<file path="src/rtl/riscv_pkg.sv">
// Shared RV32I decode constants and ID-stage FSM state type.
package riscv_pkg;

   localparam int XLEN_DEFAULT = 32;

   localparam logic [6:0] OP     = 7'b0110011;
   localparam logic [6:0] OP_IMM = 7'b0010011;
   localparam logic [6:0] LOAD   = 7'b0000011;
   localparam logic [6:0] STORE  = 7'b0100011;
   localparam logic [6:0] BRANCH = 7'b1100011;
   localparam logic [6:0] JAL    = 7'b1101111;
   localparam logic [6:0] JALR   = 7'b1100111;
   localparam logic [6:0] LUI    = 7'b0110111;
   localparam logic [6:0] AUIPC  = 7'b0010111;

   typedef enum logic {
      RUN,
      STALL
   } id_state_e;

endpackage

</file>
<file path="src/rtl/id_stage_if.sv">
// Bundle of fetch, register-file, writeback and execute-side signals around the decode stage.
interface id_stage_if
   import riscv_pkg::*;
#(
   parameter int XLEN = XLEN_DEFAULT
);
   logic            flush;
   logic            in_valid;
   logic            in_ready;
   logic [XLEN-1:0] in_pc;
   logic [31:0]     in_instr;
   logic [4:0]      addrA;
   logic [4:0]      addrB;
   logic [XLEN-1:0] dataA;
   logic [XLEN-1:0] dataB;
   logic            wb_we;
   logic [4:0]      wb_rd;
   logic [XLEN-1:0] wb_data;
   logic            out_valid;
   logic            out_ready;
   logic [XLEN-1:0] out_pc;
   logic [XLEN-1:0] out_rs1_val;
   logic [XLEN-1:0] out_rs2_val;
   logic [XLEN-1:0] out_imm;
   logic [4:0]      out_rd;
   logic [6:0]      out_opcode;
   logic [2:0]      out_funct3;
   logic            out_funct7b5;
   logic            out_is_load;

   modport slave (
      input  flush, in_valid, in_pc, in_instr, dataA, dataB,
             wb_we, wb_rd, wb_data, out_ready,
      output in_ready, addrA, addrB, out_valid, out_pc, out_rs1_val,
             out_rs2_val, out_imm, out_rd, out_opcode, out_funct3,
             out_funct7b5, out_is_load
   );

   modport master (
      output flush, in_valid, in_pc, in_instr, dataA, dataB,
             wb_we, wb_rd, wb_data, out_ready,
      input  in_ready, addrA, addrB, out_valid, out_pc, out_rs1_val,
             out_rs2_val, out_imm, out_rd, out_opcode, out_funct3,
             out_funct7b5, out_is_load
   );

endinterface

</file>
<file path="src/rtl/id_stage_imm_gen.sv">
// RV32I immediate generator: selects the I/S/B/U/J layout from the opcode and sign-extends to XLEN.
module imm_gen
   import riscv_pkg::*;
#(
   parameter int XLEN = XLEN_DEFAULT
) (
   input  logic [31:0]     instr,
   output logic [XLEN-1:0] imm
);

   logic [31:0] imm32;

   always_comb begin
      imm32 = '0;
      case (instr[6:0])
         OP_IMM, LOAD, JALR: imm32 = {{20{instr[31]}}, instr[31:20]};
         STORE:              imm32 = {{20{instr[31]}}, instr[31:25], instr[11:7]};
         BRANCH:             imm32 = {{19{instr[31]}}, instr[31], instr[7],
                                      instr[30:25], instr[11:8], 1'b0};
         LUI, AUIPC:         imm32 = {instr[31:12], 12'b0};
         JAL:                imm32 = {{11{instr[31]}}, instr[31], instr[19:12],
                                      instr[20], instr[30:21], 1'b0};
         default:            imm32 = '0;
      endcase
   end

   // The 32-bit pattern is already sign-correct, so widening replicates bit 31.
   assign imm = {{(XLEN-31){imm32[31]}}, imm32[30:0]};

endmodule

</file>
<file path="src/rtl/id_stage.sv">
// Decode stage feeding the ID/EX register, with load-use stall and flush.
// Define WB_BYPASS_EN to forward a same-cycle writeback onto the captured operands.
module id_stage
   import riscv_pkg::*;
#(
   parameter int              XLEN     = XLEN_DEFAULT,
   parameter logic [XLEN-1:0] RESET_PC = '0
) (
   input logic        clk,
   input logic        rst_n,
   id_stage_if.slave  bus
);

   logic [6:0]      opcode;
   logic [4:0]      rs1;
   logic [4:0]      rs2;
   logic [4:0]      rd;
   logic            uses_rs1;
   logic            uses_rs2;
   logic            writes_rd;
   logic            advance;
   logic            hazard;
   logic            transfer;
   logic [XLEN-1:0] rs1_val;
   logic [XLEN-1:0] rs2_val;
   logic [XLEN-1:0] imm;

   logic            valid_q;
   logic [XLEN-1:0] pc_q;
   logic [XLEN-1:0] rs1_val_q;
   logic [XLEN-1:0] rs2_val_q;
   logic [XLEN-1:0] imm_q;
   logic [4:0]      rd_q;
   logic [6:0]      opcode_q;
   logic [2:0]      funct3_q;
   logic            funct7b5_q;
   logic            is_load_q;

   id_state_e       state_q;
   id_state_e       state_d;

   assign opcode    = bus.in_instr[6:0];
   assign rs1       = bus.in_instr[19:15];
   assign rs2       = bus.in_instr[24:20];
   assign rd        = bus.in_instr[11:7];
   assign bus.addrA = rs1;
   assign bus.addrB = rs2;

   always_comb begin
      uses_rs1  = !(opcode inside {LUI, AUIPC, JAL});
      uses_rs2  = opcode inside {OP, STORE, BRANCH};
      writes_rd = !(opcode inside {STORE, BRANCH});
   end

   assign advance  = !valid_q | bus.out_ready;
   assign hazard   = valid_q & is_load_q & (rd_q != 5'd0) &
                     ((uses_rs1 & (rs1 == rd_q)) | (uses_rs2 & (rs2 == rd_q)));
   assign bus.in_ready = bus.flush | (advance & !hazard);
   assign transfer = bus.in_valid & bus.in_ready & !bus.flush;

`ifdef WB_BYPASS_EN
   // The register file cannot show a write to a same-cycle read, so forward it here.
   always_comb begin
      rs1_val = bus.dataA;
      rs2_val = bus.dataB;
      if (bus.wb_we && (bus.wb_rd != 5'd0) && (bus.wb_rd == rs1)) rs1_val = bus.wb_data;
      if (bus.wb_we && (bus.wb_rd != 5'd0) && (bus.wb_rd == rs2)) rs2_val = bus.wb_data;
      if (rs1 == 5'd0) rs1_val = '0;
      if (rs2 == 5'd0) rs2_val = '0;
   end
`else
   logic unused_wb;
   assign unused_wb = ^{bus.wb_we, bus.wb_rd, bus.wb_data};

   always_comb begin
      rs1_val = bus.dataA;
      rs2_val = bus.dataB;
      if (rs1 == 5'd0) rs1_val = '0;
      if (rs2 == 5'd0) rs2_val = '0;
   end
`endif

   imm_gen #(.XLEN(XLEN)) u_imm_gen (
      .instr (bus.in_instr),
      .imm   (imm)
   );

   always_ff @(posedge clk or negedge rst_n) begin
      if (!rst_n) state_q <= RUN;
      else        state_q <= state_d;
   end

   always_comb begin
      state_d = state_q;
      case (state_q)
         RUN:     if (!bus.flush && hazard && advance && bus.in_valid) state_d = STALL;
         STALL:   state_d = RUN;
         default: state_d = RUN;
      endcase
      if (bus.flush) state_d = RUN;
   end

   // A stall needs no special case: hazard blocks transfer, so the advance branch drops out_valid.
   always_ff @(posedge clk or negedge rst_n) begin
      if (!rst_n) begin
         valid_q    <= 1'b0;
         pc_q       <= RESET_PC;
         rs1_val_q  <= '0;
         rs2_val_q  <= '0;
         imm_q      <= '0;
         rd_q       <= '0;
         opcode_q   <= '0;
         funct3_q   <= '0;
         funct7b5_q <= 1'b0;
         is_load_q  <= 1'b0;
      end else if (bus.flush) begin
         valid_q <= 1'b0;
      end else if (transfer) begin
         valid_q    <= 1'b1;
         pc_q       <= bus.in_pc;
         rs1_val_q  <= rs1_val;
         rs2_val_q  <= rs2_val;
         imm_q      <= imm;
         rd_q       <= writes_rd ? rd : 5'd0;
         opcode_q   <= opcode;
         funct3_q   <= bus.in_instr[14:12];
         funct7b5_q <= bus.in_instr[30];
         is_load_q  <= (opcode == LOAD);
      end else if (advance) begin
         valid_q <= 1'b0;
      end
   end

   assign bus.out_valid    = valid_q;
   assign bus.out_pc       = pc_q;
   assign bus.out_rs1_val  = rs1_val_q;
   assign bus.out_rs2_val  = rs2_val_q;
   assign bus.out_imm      = imm_q;
   assign bus.out_rd       = rd_q;
   assign bus.out_opcode   = opcode_q;
   assign bus.out_funct3   = funct3_q;
   assign bus.out_funct7b5 = funct7b5_q;
   assign bus.out_is_load  = is_load_q;

endmodule
</file>
<file path="src/flat_wrapper.sv">
// flat-port wrapper written by rule: the top's interface ports become plain ports
module id_stage_flat import riscv_pkg::*;
#(
   parameter int              XLEN     = XLEN_DEFAULT,
   parameter logic [XLEN-1:0] RESET_PC = '0
)
  (clk, rst_n, bus_flush, bus_in_valid, bus_in_pc, bus_in_instr, bus_dataA, bus_dataB, bus_wb_we, bus_wb_rd, bus_wb_data, bus_out_ready, bus_in_ready, bus_addrA, bus_addrB, bus_out_valid, bus_out_pc, bus_out_rs1_val, bus_out_rs2_val, bus_out_imm, bus_out_rd, bus_out_opcode, bus_out_funct3, bus_out_funct7b5, bus_out_is_load);
  id_stage_if #(.XLEN(XLEN)) bus_i ();
  input logic clk;
  input logic rst_n;
  input wire logic [$bits(bus_i.flush)-1:0] bus_flush;
  input wire logic [$bits(bus_i.in_valid)-1:0] bus_in_valid;
  input wire logic [$bits(bus_i.in_pc)-1:0] bus_in_pc;
  input wire logic [$bits(bus_i.in_instr)-1:0] bus_in_instr;
  input wire logic [$bits(bus_i.dataA)-1:0] bus_dataA;
  input wire logic [$bits(bus_i.dataB)-1:0] bus_dataB;
  input wire logic [$bits(bus_i.wb_we)-1:0] bus_wb_we;
  input wire logic [$bits(bus_i.wb_rd)-1:0] bus_wb_rd;
  input wire logic [$bits(bus_i.wb_data)-1:0] bus_wb_data;
  input wire logic [$bits(bus_i.out_ready)-1:0] bus_out_ready;
  output wire logic [$bits(bus_i.in_ready)-1:0] bus_in_ready;
  output wire logic [$bits(bus_i.addrA)-1:0] bus_addrA;
  output wire logic [$bits(bus_i.addrB)-1:0] bus_addrB;
  output wire logic [$bits(bus_i.out_valid)-1:0] bus_out_valid;
  output wire logic [$bits(bus_i.out_pc)-1:0] bus_out_pc;
  output wire logic [$bits(bus_i.out_rs1_val)-1:0] bus_out_rs1_val;
  output wire logic [$bits(bus_i.out_rs2_val)-1:0] bus_out_rs2_val;
  output wire logic [$bits(bus_i.out_imm)-1:0] bus_out_imm;
  output wire logic [$bits(bus_i.out_rd)-1:0] bus_out_rd;
  output wire logic [$bits(bus_i.out_opcode)-1:0] bus_out_opcode;
  output wire logic [$bits(bus_i.out_funct3)-1:0] bus_out_funct3;
  output wire logic [$bits(bus_i.out_funct7b5)-1:0] bus_out_funct7b5;
  output wire logic [$bits(bus_i.out_is_load)-1:0] bus_out_is_load;
  assign bus_i.flush = bus_flush;
  assign bus_i.in_valid = bus_in_valid;
  assign bus_i.in_pc = bus_in_pc;
  assign bus_i.in_instr = bus_in_instr;
  assign bus_i.dataA = bus_dataA;
  assign bus_i.dataB = bus_dataB;
  assign bus_i.wb_we = bus_wb_we;
  assign bus_i.wb_rd = bus_wb_rd;
  assign bus_i.wb_data = bus_wb_data;
  assign bus_i.out_ready = bus_out_ready;
  assign bus_in_ready = bus_i.in_ready;
  assign bus_addrA = bus_i.addrA;
  assign bus_addrB = bus_i.addrB;
  assign bus_out_valid = bus_i.out_valid;
  assign bus_out_pc = bus_i.out_pc;
  assign bus_out_rs1_val = bus_i.out_rs1_val;
  assign bus_out_rs2_val = bus_i.out_rs2_val;
  assign bus_out_imm = bus_i.out_imm;
  assign bus_out_rd = bus_i.out_rd;
  assign bus_out_opcode = bus_i.out_opcode;
  assign bus_out_funct3 = bus_i.out_funct3;
  assign bus_out_funct7b5 = bus_i.out_funct7b5;
  assign bus_out_is_load = bus_i.out_is_load;
  id_stage #(.XLEN(XLEN), .RESET_PC(RESET_PC)) u_core (.clk(clk), .rst_n(rst_n), .bus(bus_i));
endmodule
</file>
<file path="config.mk">
export PLATFORM = sky130hd
export DESIGN_NAME = id_stage_flat
export DESIGN_NICKNAME = d
export VERILOG_FILES = /design/src/rtl/riscv_pkg.sv /design/src/rtl/id_stage_if.sv /design/src/rtl/id_stage_imm_gen.sv /design/src/rtl/id_stage.sv /design/src/flat_wrapper.sv
export SDC_FILE = /design/constraint.sdc
export NUM_CORES = 1
export LEC_CHECK = 0
export CAP_MARGIN = 20
export CORE_AREA = 2 2 129 131
export CTS_CLUSTER_SIZE = 20
export DETAILED_ROUTE_END_ITERATION = 10
export DIE_AREA = 0 0 131 133
export PLACE_DENSITY = 0.75
export SLEW_MARGIN = 20
export SYNTH_ARGS = -nofsm -noshare
export SYNTH_HDL_FRONTEND = slang
export SYNTH_SLANG_ARGS = --single-unit
</file>
<file path="constraint.sdc">
create_clock -name clk -period 5.1 [get_ports clk]
set_input_delay 0.765 -clock clk [delete_from_list [all_inputs] [get_ports clk]]
set_output_delay 0.765 -clock clk [all_outputs]
set_load 0.01 [all_outputs]
</file>
==> flow_metrics.tcl <==
set metrics [dict create \
    holdBufCountCts 0 \
    rrSetupSlack_ps 1660 \
    syn_avg_cell_area_sq_um 13.8 \
    stdcell_count 936 \
    synth_area_leaders "dfrtp_1, a22o_1, mux2_2" \
    cts_max_level 4 \
    firstDrtPassIters 4 \
    power_frac_comb_pct 23.9 \
    cts_sinks 146 \
    num_vias 4750 \
    cts.reportedPaths.clkPinSlew_ps 60 \
    cp.arrival_ps 3300 \
    cts-root-buf "clkbuf_16" \
    die_h_microns 133 \
    post-route-util_pct 58.8 \
    power_frac_clock_pct 36.3 \
    grt.total_usage_pct 20.6 \
    ys_ff_latch 146 \
    io_pins 328 \
    rows 47 \
    hold_slack_ps 435 \
    antenna_found_initial 0 \
    rsz0062_at_grt "false" \
    placed_area_sq_um 8880 \
    cpMostUsedCell "clkdlybuf4s50_1" \
    cts_tree "done" \
    n_antenna_cell 0 \
    finalWeightedCongestion 0.936 \
    timing.final.ws_setup_ps 1030 \
    reg2reg_to "u_core.bus.out_pc[2]" \
    insertion_delay_ps 420 \
    stdcell_area_sq_um 9500 \
    fin_crit_ps 4070 \
    syn_inst 422 \
    drive_above_1_share_pct 13.4 \
    initial_core_util_pct 36.1 \
    worstMarginPinSlew_ps 996 \
    path_cells "clkdlybuf4s50_1 > a21boi_0 > nor4b_1 > nand2_1 > o22ai_2 > nor2_1 > clkdlybuf4s50_1" \
    synth_top_area_share_pct 62.6 \
    fillers 1296 \
    worst-setup-path-type "input pin to output port" \
    syn_nets 593 \
    grt_max_degree 102 \
    cp_data_required_time_ps 4340 \
    final_max_slew_viol_count 0 \
    critical-path-max-stage-delay_ps 660 \
    ff2ff_path_depth 7 \
    cts_buffers 17 \
    core_sq_um 16200 \
    cts_max_path_buffers 2 \
    yosysSeqAreaShare_pct 62.6 \
    netlist_area_sq_um 5840 \
    vias_per_cell 5.07 \
    routed_wl_microns 18200 \
    cpMaxStageDelayCell "o22ai_2" \
    start_kind "input pin" \
    yosys.area.top_type "dfrtp_1" \
    critPathMaxFanout 17 \
    p_switching_mw 0.936 \
    rr_startpoint "u_core.bus.out_rd[0]" \
    postCtsResizedCells 0 \
    vdd_drop_max_v 0.000211 \
    power_frac_seq_pct 39.9 \
    first_global_vias 5010 \
    syn_to_final_growth_pct 62.8 \
    postCtsSetupBuffers 0 \
    drv_cap 0 \
    endpoint_kind "output port" \
    dieArea_sq_um 17400 \
    clock.fmax_mhz 246 \
    p_int_mw 2.67 \
    hold_class "input pin to asynchronous set/reset pin" \
    finalPower_mw 3.60 \
    worst_slew_margin_rel_pct 33.4 \
    place_inst 904 \
    grt-ovfl-total 0 \
    setup_viol 0 \
    finalSetupTns_ps 0 \
    postRouteAntennaNets 0 \
    wire_per_inst_microns 19.4 \
    finalCritPeriodShare_pct 79.7 \
    dieWidth_microns 131 \
    cellLeakagePower_nw 3.93 \
    hpwlAfterDp_microns 13100 \
    swShare_pct 26.0 \
    drt_first_iter_violations 245 \
    skew_ps 11.4 \
    final-hold-violation-count 0 \
    place_ws_ps 948 \
    synth_warnings 0 \
    nNetsFinal 874 \
    startpoint "bus_in_instr[5]" \
    grt_pass1_wl_microns 27400 \
    cp-endpoint "bus_in_ready" \
    io_buffers 289 \
    status "completed" \
    drcViolationCount 0 \
    powerDensity_nw_per_um2 379 \
    ys_types 43 \
]
-- cells in the final DEF, fill, tap and decap left out, drive strengths merged, types with 2 or more instances in the layout --
| cell type | Yosys | final |
|---|---|---|
| o22a | 5 | 5 |
| a221o | 5 | 5 |
| a2bb2oi | 19 | 19 |
| nor3 | 4 | 4 |
| or4 | 3 | 3 |
| clkbuf | 14 | 19 |
| a22o | 74 | 74 |
| or2 | 2 | 2 |
| clkdlybuf4s50 | 0 | 288 |
| xnor2 | 5 | 5 |
| nor2 | 8 | 8 |
| nand3 | 5 | 5 |
| nor4b | 2 | 2 |
| nand2 | 24 | 24 |
| o21ai | 8 | 8 |
| dfrtp | 146 | 146 |
| xor2 | 5 | 5 |
| nor3b | 2 | 2 |
| inv | 1 | 7 |
| clkinvlp | 0 | 3 |
| bufinv | 0 | 3 |
| nand2b | 3 | 3 |
| o31ai | 4 | 4 |
| buf | 23 | 11 |
| mux2 | 44 | 44 |
-- flip-flops by register name, indices dropped and copies added (netlist names) --
name / cells
u_core.bus.out_opcode: 7
u_core.bus.out_funct7b5: 1
u_core.bus.out_pc: 32
u_core.bus.out_funct3: 3
u_core.bus.out_imm: 32
u_core.bus.out_rs1_val: 32
u_core.bus.out_is_load: 1
u_core.bus.out_valid: 1
u_core.bus.out_rs2_val: 32
u_core.bus.out_rd: 5
-- cell usage after synthesis --
cell type,number
or2_2,1
o32ai_1,1
buf_6,4
mux2_2,44
o22a_1,5
a22o_1,74
o31ai_1,3
dfrtp_1,146
o2bb2ai_1,1
nor3_1,4
xor2_1,5
inv_1,1
a21oi_1,1
nor4b_2,1
nor4b_1,1
a211o_1,1
clkbuf_1,14
nand2b_1,3
nor3b_1,2
o21ai_0,8
o31ai_2,1
nand4bb_1,1
and3_1,1
a211oi_1,1
o22ai_2,1
buf_4,12
buf_2,7
a2bb2oi_1,19
nor2_1,8
a221o_1,5
nor2b_1,1
o2111ai_2,1
nand3b_1,1
xnor2_1,5
o21a_1,1
a21boi_0,1
or3_1,1
a31oi_1,1
or4_1,3
or2_1,1
nand2_1,24
nand3_1,5
a21o_1,1
-- cell families (layout without fill, tap and decap cells) --
family,count (synthesis),count (layout),share of synthesized area [%]
flops,146,146,62.6
mux,44,44,8.49
buf+inv,38,332,3.88
compound gates,126,126,18.5
xor+xnor,10,10,1.50
simple gates,58,58,5.06
-- worst min path at each step --
stage | from | to | slack, ps | cells past startpoint
4_1_cts | rst_n | u_core.bus.out_pc[7] | 480 | 1
3_3_place_gp | u_core.bus.out_rs2_val[19] | u_core.bus.out_rs2_val[19] | 490 | 1
3_5_place_dp | u_core.bus.out_imm[10] | u_core.bus.out_imm[10] | 490 | 1
6_report | rst_n | u_core.bus.out_pc[14] | 440 | 1
2_1_floorplan | rst_n | u_core.bus.out_funct3[0] | 470 | 0
5_1_grt | rst_n | u_core.bus.out_pc[7] | 520 | 1
-- per-layer routing --
layer	global-route usage [%]	vias to the layer above	part of all wire [%]
met5	0	-	0
met2	32.8	218	49
met3	6.23	29	7.9
li1	-	2145	-
met4	8.63	0	2.2
met1	26.1	2358	41
-- power by group through the flow --
stage               combinational, mW  clock [mW]  sequential (mW)
finish                          0.860        1.31             1.44
global route                    0.915        1.39             1.46
CTS                             0.871        1.34             1.44
detailed placement              0.868           0             1.45
global placement                0.850           0             1.45
floorplan                       0.232           0             1.52
-- critical path, delay by kind of cell --
| family | cells | cell delay [ps] |
|---|---|---|
| AOI/OAI and AO/OA | 2 | 950 |
| buffers and inverters | 2 | 1090 |
| and+or+nand+nor | 3 | 490 |
-- layout make-up --
type / count / area [sq um] / share of cell area, %
Inverter: 1 / 3.75 / 0.0395
Sequential cell: 146 / 3650 / 38.5
Timing Repair Buffer: 299 / 2970 / 31.2
Multi-Input combinational cell: 238 / 1980 / 20.8
Clock inverter: 13 / 170 / 1.79
Clock buffer: 19 / 453 / 4.77
Tap cell: 220 / 275 / 2.90
No activity file was read; power rests on OpenSTA's default activity.
